$ cat config.mk
export PLATFORM = sky130hd
export DESIGN_NAME = neopixel_controller
export DESIGN_NICKNAME = d
export VERILOG_FILES = /design/src/rtl/neopixel_pkg.sv /design/src/rtl/neo_color_mem.sv /design/src/rtl/neopixel_controller.sv
export SDC_FILE = /design/constraint.sdc
export NUM_CORES = 1
export LEC_CHECK = 0
export ABC_AREA = 0
export CAP_MARGIN = 25
export CORE_MARGIN = 4
export CORE_UTILIZATION = 30
export DETAILED_ROUTE_END_ITERATION = 7
export GPL_TIMING_DRIVEN = 0
export RECOVER_POWER = 100
export SETUP_SLACK_MARGIN = 0.3
export SYNTH_ARGS = -nofsm -noshare
export SYNTH_HDL_FRONTEND = slang
export SYNTH_SLANG_ARGS = --single-unit
$ cat constraint.sdc
create_clock -name clock -period 8.5 [get_ports clock]
set_input_delay 1.7 -clock clock [delete_from_list [all_inputs] [get_ports clock]]
set_output_delay 1.7 -clock clock [all_outputs]
set_load 0.05 [all_outputs]
$ cat src/rtl/neopixel_pkg.sv
// rtl/neopixel_pkg.sv - shared types and timing constants for the NeoPixel controller
package neopixel_pkg;

    typedef enum logic [1:0] {
        RED   = 2'd0,
        GREEN = 2'd1,
        BLUE  = 2'd2
    } color_t;

    typedef enum logic [1:0] {
        LATCH = 2'd0,
        IDLE  = 2'd1,
        SEND  = 2'd2
    } ctrl_state_t;

    localparam int DEF_NUM_PIXELS   = 5;
    localparam int DEF_T0H_CYCLES   = 20;
    localparam int DEF_T1H_CYCLES   = 40;
    localparam int DEF_BIT_CYCLES   = 62;
    localparam int DEF_RESET_CYCLES = 2500;
    localparam int BITS_PER_PIXEL   = 24;

    // Wire order inside a pixel is green, red, blue; byte_sel is bit_index[4:3].
    function automatic color_t wire_channel(input logic [1:0] byte_sel);
        case (byte_sel)
            2'd0:    return GREEN;
            2'd1:    return RED;
            default: return BLUE;
        endcase
    endfunction

endpackage

$ cat src/rtl/neo_color_mem.sv
// rtl/neo_color_mem.sv - per-pixel RGB colour store with synchronous clear
module neo_color_mem
    import neopixel_pkg::*;
#(
    parameter int NUM_PIXELS = DEF_NUM_PIXELS
) (
    input  logic       clock,
    input  logic       clear,
    input  logic       wr_en,
    input  logic [2:0] wr_pixel,
    input  logic [1:0] wr_color,
    input  logic [7:0] wr_data,
    input  logic [2:0] rd_pixel,
    input  logic [1:0] rd_color,
    output logic [7:0] rd_data
);

    logic [7:0] mem [NUM_PIXELS][3];
    logic       wr_ok;
    logic       rd_ok;

    // Out-of-range pixels and the invalid channel code are silently dropped.
    assign wr_ok = wr_en && ({1'b0, wr_pixel} < 4'(NUM_PIXELS)) && (wr_color != 2'd3);
    assign rd_ok = ({1'b0, rd_pixel} < 4'(NUM_PIXELS)) && (rd_color != 2'd3);

    // Storage: clear wins over a write in the same cycle.
    always_ff @(posedge clock) begin
        if (clear) begin
            for (int p = 0; p < NUM_PIXELS; p++) begin
                for (int c = 0; c < 3; c++) begin
                    mem[p][c] <= 8'h00;
                end
            end
        end else if (wr_ok) begin
            mem[wr_pixel][wr_color] <= wr_data;
        end
    end

    // Combinational read so the serialiser sees the current byte without a pipeline stage.
    always_comb begin
        rd_data = 8'h00;
        if (rd_ok) begin
            rd_data = mem[rd_pixel][rd_color];
        end
    end

endmodule

$ cat src/rtl/neopixel_controller.sv
// rtl/neopixel_controller.sv - colour memory plus WS2812 serialiser with latch period
module neopixel_controller
    import neopixel_pkg::*;
#(
    parameter int NUM_PIXELS   = DEF_NUM_PIXELS,
    parameter int T0H_CYCLES   = DEF_T0H_CYCLES,
    parameter int T1H_CYCLES   = DEF_T1H_CYCLES,
    parameter int BIT_CYCLES   = DEF_BIT_CYCLES,
    parameter int RESET_CYCLES = DEF_RESET_CYCLES
) (
    input  logic       clock,
    input  logic       reset,
    input  logic [2:0] pixel_index,
    input  logic [1:0] color_index,
    input  logic [7:0] color_level,
    input  logic       load_color,
    input  logic       send_it,
    output logic       ready_to_load,
    output logic       ready_to_send,
    output logic       neo_data
);

    localparam int CNT_MAX = (RESET_CYCLES > BIT_CYCLES) ? RESET_CYCLES : BIT_CYCLES;
    localparam int CNT_W   = $clog2(CNT_MAX + 1);

    localparam logic [CNT_W-1:0] BIT_LAST   = CNT_W'(BIT_CYCLES - 1);
    localparam logic [CNT_W-1:0] LATCH_LAST = CNT_W'(RESET_CYCLES - 1);
    localparam logic [CNT_W-1:0] T0H_LEN    = CNT_W'(T0H_CYCLES);
    localparam logic [CNT_W-1:0] T1H_LEN    = CNT_W'(T1H_CYCLES);
    localparam logic [4:0]       BIDX_LAST  = 5'(BITS_PER_PIXEL - 1);
    localparam logic [2:0]       PIX_LAST   = 3'(NUM_PIXELS - 1);

    ctrl_state_t      state;
    logic [CNT_W-1:0] cyc_cnt;
    logic [CNT_W-1:0] cyc_next;
    logic [4:0]       bit_cnt;
    logic [2:0]       pix_cnt;
    logic [2:0]       bit_pos;
    color_t           rd_color;
    logic [7:0]       rd_byte;
    logic             cur_bit;
    logic [CNT_W-1:0] high_len;
    logic             mem_wr;

    // Loads are only honoured while the controller advertises ready_to_load.
    assign mem_wr   = load_color && (state == IDLE);
    assign rd_color = wire_channel(bit_cnt[4:3]);
    assign bit_pos  = 3'd7 - bit_cnt[2:0];
    assign cur_bit  = rd_byte[bit_pos];
    assign high_len = cur_bit ? T1H_LEN : T0H_LEN;
    assign cyc_next = cyc_cnt + CNT_W'(1);

    neo_color_mem #(
        .NUM_PIXELS (NUM_PIXELS)
    ) u_mem (
        .clock    (clock),
        .clear    (reset),
        .wr_en    (mem_wr),
        .wr_pixel (pixel_index),
        .wr_color (color_index),
        .wr_data  (color_level),
        .rd_pixel (pix_cnt),
        .rd_color (rd_color),
        .rd_data  (rd_byte)
    );

    // Controller FSM: counters address the bit on the wire this cycle; neo_data is
    // computed one cycle ahead from the next counter position so it lands registered.
    always_ff @(posedge clock) begin
        if (reset) begin
            state         <= LATCH;
            cyc_cnt       <= '0;
            bit_cnt       <= '0;
            pix_cnt       <= '0;
            neo_data      <= 1'b0;
            ready_to_load <= 1'b0;
            ready_to_send <= 1'b0;
        end else begin
            case (state)
                LATCH: begin
                    neo_data <= 1'b0;
                    if (cyc_cnt == LATCH_LAST) begin
                        state         <= IDLE;
                        cyc_cnt       <= '0;
                        ready_to_load <= 1'b1;
                        ready_to_send <= 1'b1;
                    end else begin
                        cyc_cnt <= cyc_next;
                    end
                end

                IDLE: begin
                    if (send_it) begin
                        state         <= SEND;
                        cyc_cnt       <= '0;
                        bit_cnt       <= '0;
                        pix_cnt       <= '0;
                        neo_data      <= 1'b1;
                        ready_to_load <= 1'b0;
                        ready_to_send <= 1'b0;
                    end
                end

                SEND: begin
                    if (cyc_cnt == BIT_LAST) begin
                        cyc_cnt <= '0;
                        if (bit_cnt == BIDX_LAST) begin
                            bit_cnt <= '0;
                            if (pix_cnt == PIX_LAST) begin
                                // Last bit done: drop the line and start the latch.
                                state    <= LATCH;
                                pix_cnt  <= '0;
                                neo_data <= 1'b0;
                            end else begin
                                pix_cnt  <= pix_cnt + 3'd1;
                                neo_data <= 1'b1;
                            end
                        end else begin
                            bit_cnt  <= bit_cnt + 5'd1;
                            neo_data <= 1'b1;
                        end
                    end else begin
                        cyc_cnt  <= cyc_next;
                        neo_data <= (cyc_next < high_len);
                    end
                end

                default: begin
                    state    <= LATCH;
                    cyc_cnt  <= '0;
                    neo_data <= 1'b0;
                end
            endcase
        end
    end

endmodule

==> After elaboration in Yosys (flattened, before gate mapping) <==
Memories as Yosys holds them, arrays and structs flattened. A register that Yosys moved wholly into a read port is not among the register bits.
Index checks and enable logic that the tools add are counted.
{ "classes": {"add_sub_neg": 4, "mul": 0, "div_mod_pow": 0, "order_cmp": 7, "n_eq_ne": 14, "shifts": 0, "mux": 47, "bitwise": 2, "reduce_logical": 14} }
{ "op_table": {"columns": ["cell", "count"], "rows": [
  ["$mux 24", 3],
  ["$mux 12", 3],
  ["$pmux 12 s3", 1],
  ["$mux 8", 4],
  ["$reduce_or 24->1", 1],
  ["$mux 3", 7],
  ["$bmux 8 s2", 1],
  ["$demux 8 s2", 1],
  ["$mux 5", 3],
  ["$ne 2x2->1 const B", 7],
  ["$add 12x1->12 const B", 1],
  ["$eq 12x12->1 const B", 1],
  ["$eq 12x6->1 const B", 1],
  ["$lt 12x6->1", 1],
  ["$mux 1", 11],
  ["$mux 2", 5],
  ["$pmux 5 s2", 1],
  ["$ge 3x3->1 const B", 2],
  ["$lt 3x3->1 const B", 2],
  ["$mux 6", 1],
  ["$not 2->3", 2],
  ["$pmux 2 s3", 1],
  ["$pmux 3 s2", 1],
  ["$reduce_and 3->1", 2],
  ["other kinds (17)", 25]
]} }
{ "word_totals": {"ff_bits": 24, "latchBits": 0, "ramBits": 120, "romBits": 0, "in_bits": 17, "elab_cells": 95, "mem_count": 1} }
{ "memory_table": {"columns": ["name", "words", "width", "read_ports", "rd_clocked_by_memory_dff", "wr", "line_no", "rtl"], "rows": [
  ["u_mem.mem", 5, 24, 1, 1, 5, "neo_color_mem.sv:18", "logic [7:0] mem [NUM_PIXELS][3];"]
]} }

==> Longest topological paths before layout <==
{ "depth": {"ltp_word": 13, "depth_mapped": 16, "mapped_depth_nobuf": 14} }

==> Modules after synthesis <==
A second synthesis with hierarchy kept.
{ "hier_totals": {"hier_cells": 657, "hier_area_um2": 8964.8} }
{ "by_module_without_submodules": {"columns": ["mod", "instances", "cells_per_inst", "area_per_inst_um2"], "rows": [
  ["neo_color_mem", 1, 458, 7275.7],
  ["neopixel_controller", 1, 199, 1689.1]
]} }

==> Least setup slack after synthesis <==
No wires, ideal clock.
{ "synth_timing": {"path_type": "input-to-reg", "startpoint": "input port pixel_index[1]", "endpoint": "memory u_mem.mem[1][0] in the netlist's numbering (enable)", "setup_ns": 0.334, "arrival_time_ns": 3.191, "required_ns": 8.166, "setup_slack_ns": 4.974, "path_stages": 7, "path_buffers": 2, "path_cell_list": "clkbuf_1 > nor2_1 > inv_2 > a21oi_1 > clkbuf_1 > nand3_1 > nand2b_1"} }
{ "synth_rtl": {"columns": ["item", "line_no", "rtl"], "rows": [
  ["start, declared", "neopixel_controller.sv:13", "input logic [2:0] pixel_index,"],
  ["end, declared", "neo_color_mem.sv:18", null]
]} }

==> impl_metrics.toml <==
[power]
leakagePower_uw = 0.00386
ir_worst_vdd_v = 0.000134
power.density_nw_per_um2 = 201

[final_layout]
fillers = 3150
final_cells = 1282
layout.cells.most_common_list = "192 x edfxtp_1, 137 x nor2_1, 72 x conb_1"
multiInputGateArea_um2 = 3450
final_common_cell = "edfxtp_1"
area_delta_synth_final_pct = 17.7
fin_nets = 860
antennaDiodeCount = 0
drive_above_1_share_pct = 11.9
seq_area_um2 = 6310
fin_util_pct = 36.2

[setup_path]
start_kind = "input pin"
path_cells = "clkbuf_1 -> nor2b_1 -> nand3_1 -> a21oi_1 -> clkbuf_1 -> a21oi_1 -> nor2_1 -> clkbuf_1"
crit_start = "reset"
cp-end-kind = "flop"
path_class = "in -> reg"
rr_endpoint = "neo_data$_SDFFE_PP0N_"
max_stage_delay_ns = 0.60
worst_ep_required_time_ns = 8.65
critPathMaxFanout = 10
cp_common_cell = "clkbuf_1"
worstPathArrival_ns = 4.60
reg2reg_slack_ns = 4.48
cp_slowest_cell = "nor2_1"
r2r_cells = 14

[clock_tree]
postCtsHoldBufs = 0
cts_setup_buffers = 0
htree_levels = 1
cts.sinks = 219
clk_latency_ns = 0.53
root_buffer = "clkbuf_16"
cts_tree = "built"
cts_repair_resize_count = 0
path_clk_slew_ns = 0.06
cts_buffer_depth = 3
cts_buffers = 22

[synthesis]
synth_cells = 718
ys_types = 62
yosys_warnings = 0
synth_ff_type = "edfxtp_1"
synth_edf_count = 192
yosysSeqAreaShare_pct = 64.3
ys_ff_latch = 219
syn-cell-area_um2 = 9800
syn_area_per_cell_um2 = 13.6
ys_async_sr_fraction_pct = 0

[worst_hold_path]
hold-path-cell-count = 2
min_to = "cyc_cnt[8]$_SDFFE_PP0N_"
min-delay-start = "cyc_cnt[8]$_SDFFE_PP0N_"
hold_path_class = "reg -> reg"

[die]
ioPinCount = 20
initial_utilization_pct = 30.7
die-width_um = 189
rows = 65
die_area_um2 = 35600
die_height_um = 189
core-area_um2 = 31900

[route]
viasPerCell = 4.89
firstDrtPassIters = 5
drc_errors = 0
post_drt_wl_per_cell_um = 19.1
antenna_left = 0
num_vias = 6272
drtIter0Drc = 673
routed_wl_mm = 24.4

[sta]
fin_tns_setup_ns = 0
finClkSkew_ns = 0.0154
rsz0062_at_grt = "no"
whs_ns = 0.526
fin_crit_sh_pct = 52.3
hold_violations = 0
maxSlewHeadroom_pct = 34.6
tightest_slew_ns = 0.981
final-setup-viol-count = 0
timing.fmax_mhz = 225
timing.final.max_slew_violations = 0
finalCriticalPeriod_ns = 4.45

[placed_design]
dp.cells = 1242
dp_hpwl_mm = 16.8
io_buffer_count = 16
globalplace.congestion = 0.906

[global_routing]
grt_pass1_vias = 6191
grtUsageTotal_pct = 13.7
grt_max_degree = 15
grt_overflow = 0
antenna_found_initial = 0
grt_pass1_wl_mm = 37.6

[status]
status = "completed"

[job]
drv_cap = 0
-- metrics by stage --
step / total power (µW) / area, µm² / setup slack [ns]
floorplan: 1290 / 10100 / 4.97
global placement: 1320 / 10800 / 3.52
detailed placement: 1320 / 10800 / 3.59
CTS: 2340 / 11500 / 4.10
global route: 2400 / 11500 / 3.88
finish: 2320 / 11500 / 4.05
-- synthesized netlist by cell type (8+ instances only) --
cell type	n	area [µm²]
o21ai_0	15	75.1
nand2_1	35	131
clkbuf_1	23	86.3
mux2i_1	12	120
mux4_2	43	968
buf_2	9	45.0
nand2b_1	17	106
nor2b_1	13	81.3
inv_1	20	75.1
nand4_1	8	50.1
nor3_1	9	45.0
nor2_1	137	514
dfxtp_1	27	541
ha_1	11	138
nand3_1	22	110
edfxtp_1	192	5770
a21oi_1	23	115
-- flip-flops by register name, summed over array words and instances, names as in the netlist, named ones only --
name and count:
bit_cnt 5, cyc_cnt 12, neo_data 1, pix_cnt 3, ready_to_send 1, state 2, u_mem.mem 192
-- critical path: cells and delay by family --
kind            cells  cell delay (ns)
simple gates        3             1.19
compound gates      2             0.49
buf+inv             3             1.20
-- worst max path at each step --
stage | slack (ns) | end | depth (start not counted)
2_1_floorplan | 4.97 | u_mem.mem[1][0]$_SDFFCE_PN0P_ | 7
3_3_place_gp | 3.52 | u_mem.mem[4][0]$_DFFE_PP_ | 7
3_5_place_dp | 3.59 | u_mem.mem[1][17]$_SDFFCE_PN0P_ | 7
4_1_cts | 4.10 | u_mem.mem[1][21]$_SDFFCE_PN0P_ | 7
5_1_grt | 3.88 | u_mem.mem[4][3]$_DFFE_PP_ | 8
6_report | 4.05 | u_mem.mem[4][3]$_DFFE_PP_ | 8
-- kinds of logic after synthesis --
kind of cell | after synthesis | share of synthesized area (%)
simple gates | 273 | 13.2
buf+inv | 67 | 3.19
other cells | 1 | 0.0383
fa+ha+maj | 11 | 1.40
compound gates | 78 | 5.02
flops | 219 | 64.3
mux | 61 | 12.1
xor+xnor | 8 | 0.715
-- layer usage --
layer  global-route usage (%)  part of all wire [%]  up-vias
li1                         -                     -     2864
met1                     19.0                    42     3138
met2                     22.1                    47      216
met3                     2.93                   7.8       54
met4                     3.59                   2.4        0
met5                        0                     0        -
-- cell type report --
class	count	area share, %
inverter	25	0.813
sequential	219	54.7
tap	435	4.72
timing repair buffer	19	1.52
clock inverter	12	1.58
clock buffer	27	4.93
buffer	42	1.89
multi-input combinational	503	29.9
-- power by group --
| part | total, µW | internal, µW | switching (µW) |
|---|---|---|---|
| Combinational | 74.2 | 29.3 | 44.9 |
| Clock | 1020 | 602 | 416 |
| Sequential | 1230 | 1210 | 13.3 |
Power figures use the tool's default switching activity.
==> variant: new RTL, same flow settings <==
Change the package constant `DEF_BIT_CYCLES` from 62 to 31.
--- a/src/rtl/neopixel_pkg.sv
+++ b/src/rtl/neopixel_pkg.sv
@@ -16,7 +16,7 @@
     localparam int DEF_NUM_PIXELS   = 5;
     localparam int DEF_T0H_CYCLES   = 20;
     localparam int DEF_T1H_CYCLES   = 40;
-    localparam int DEF_BIT_CYCLES   = 62;
+    localparam int DEF_BIT_CYCLES   = 31;
     localparam int DEF_RESET_CYCLES = 2500;
     localparam int BITS_PER_PIXEL   = 24;
 
Formal check against the unedited RTL: no difference found for any inputs over 10 cycles, from zero or initial values and one cycle with reset high; that may be too few to reach the edited logic, so the function may still have changed.
==> variant against the original RTL <==
Design area grew 1.3%; worst setup slack better by 0.048 ns; non-clock buffer count up 6; synthesized area increased by 1.2%; wire length is 0.81% lower; sequential cell count is the same.
Power is not compared: it rests on default switching activity, and its combinational part moved more than twofold at a synthesized area within 25%.
==> variant: results (changes against the original RTL) <==
critical path arrival = 4.55 ns (-0.05 ns)
post-synth cell types = 60 (-3.2%)
run status = complete, no violations
routed wl met3 = 1320 µm (-31%)
placed inst area = 0.0109 mm² (+1.1%)
Post-Synthesis Cells = 729 (+1.5%)
largest cells by area after synthesis = edfxtp_1 58%, mux4_2 7.7%, dfxtp_1 5.5%
drt pass-1 iters = 7 (+2)
flop2flop setup slack = 4.34 ns (-0.14 ns)
DR WL met2 = 11400 µm (-1.6%)
Worst path max stage delay = 0.53 ns (-0.07 ns)
sequential-to-total area share from yosys stat = 63.6% (-0.74 points)
pre-CTS setup slack = 3.64 ns (+0.0490 ns)
M1 WL = 10800 µm (+4.4%)
vias in the first global route = 6213 (+0.36%)
gr usage total = 13.4% (-0.27 points)
Num CTS Buffers = 24 (+9.1%)
worst hold margin = 0.498 ns (-0.0280 ns)
Initial DRC Count = 459 (-32%)
routing usage on met1 = 18.5% (-0.47 points)
GR Layer Usage met2 = 22.3% (+0.17 points)
M3 GR Usage = 2.06% (-0.87 points)
fin cells = 1304 (+1.7%)
share of cells above drive strength 1 = 10.4% (-1.5 points)
pin count of the biggest net entering global routing = 14 (-1)
worst-margin pin slew = 0.927 ns (-0.0544 ns)
gp weighted congestion = 0.848 (-6.4%)
Final nets = 873 (+1.5%)
hold_sp = ready_to_send$_SDFFE_PP0P_
most frequent cells after synthesis = 192 x edfxtp_1, 134 x nor2_1, 35 x nand2_1
number of synthesized flops with an enable pin = 192 (unchanged)
post-DP HPWL = 16700 µm (-0.50%)
WL per Instance = 18.6 µm (-2.5%)
Worst-Skew Late Latency = 0.54 ns
variant: final cells by class:
type | count | area, µm²
Clock buffer | 30 | 623
Inverter | 22 | 82.6
Sequential cell | 219 | 6310
Tap cell | 442 | 553
Fill cell | 3243 | 20800
Multi-Input combinational cell | 511 | 3510
Buffer | 48 | 273
Timing Repair Buffer | 19 | 171
Clock inverter | 13 | 165
variant: cell families after synthesis:
| family | count (synthesis) | synth area share [%] |
|---|---|---|
| and+or+nand+nor | 277 | 13.3 |
| adders and majority gates | 11 | 1.39 |
| AOI/OAI and AO/OA | 80 | 5.31 |
| buffers and inverters | 70 | 3.61 |
| muxes | 62 | 11.9 |
| xor gates and xnor gates | 9 | 0.795 |
| DFF | 219 | 63.6 |
| other | 1 | 0.0378 |
variant: how the worst max path moves through the flow:
stage / start / end / slack (ns)
finish: reset / u_mem.mem[4][6]$_DFFE_PP_ / 4.10
global route: reset / u_mem.mem[1][23]$_SDFFCE_PN0P_ / 3.96
CTS: reset / u_mem.mem[1][23]$_SDFFCE_PN0P_ / 4.18
detailed placement: reset / u_mem.mem[1][22]$_SDFFCE_PN0P_ / 3.64
global placement: reset / u_mem.mem[4][3]$_DFFE_PP_ / 3.50
floorplan: reset / u_mem.mem[1][0]$_SDFFCE_PN0P_ / 4.97
variant: power by group:
group	switching [mW]	total [mW]	leakage (nW)	internal [mW]
Sequential	0.0203	1.24	2.20	1.22
Combinational	0.180	0.285	1.46	0.105
Clock	0.425	1.04	0.382	0.615
variant: worst max-delay path: cells and delay by family:
kind,cells,cell delay [ns]
simple gates,3,1.16
buf+inv,3,1.17
compound gates,2,0.51
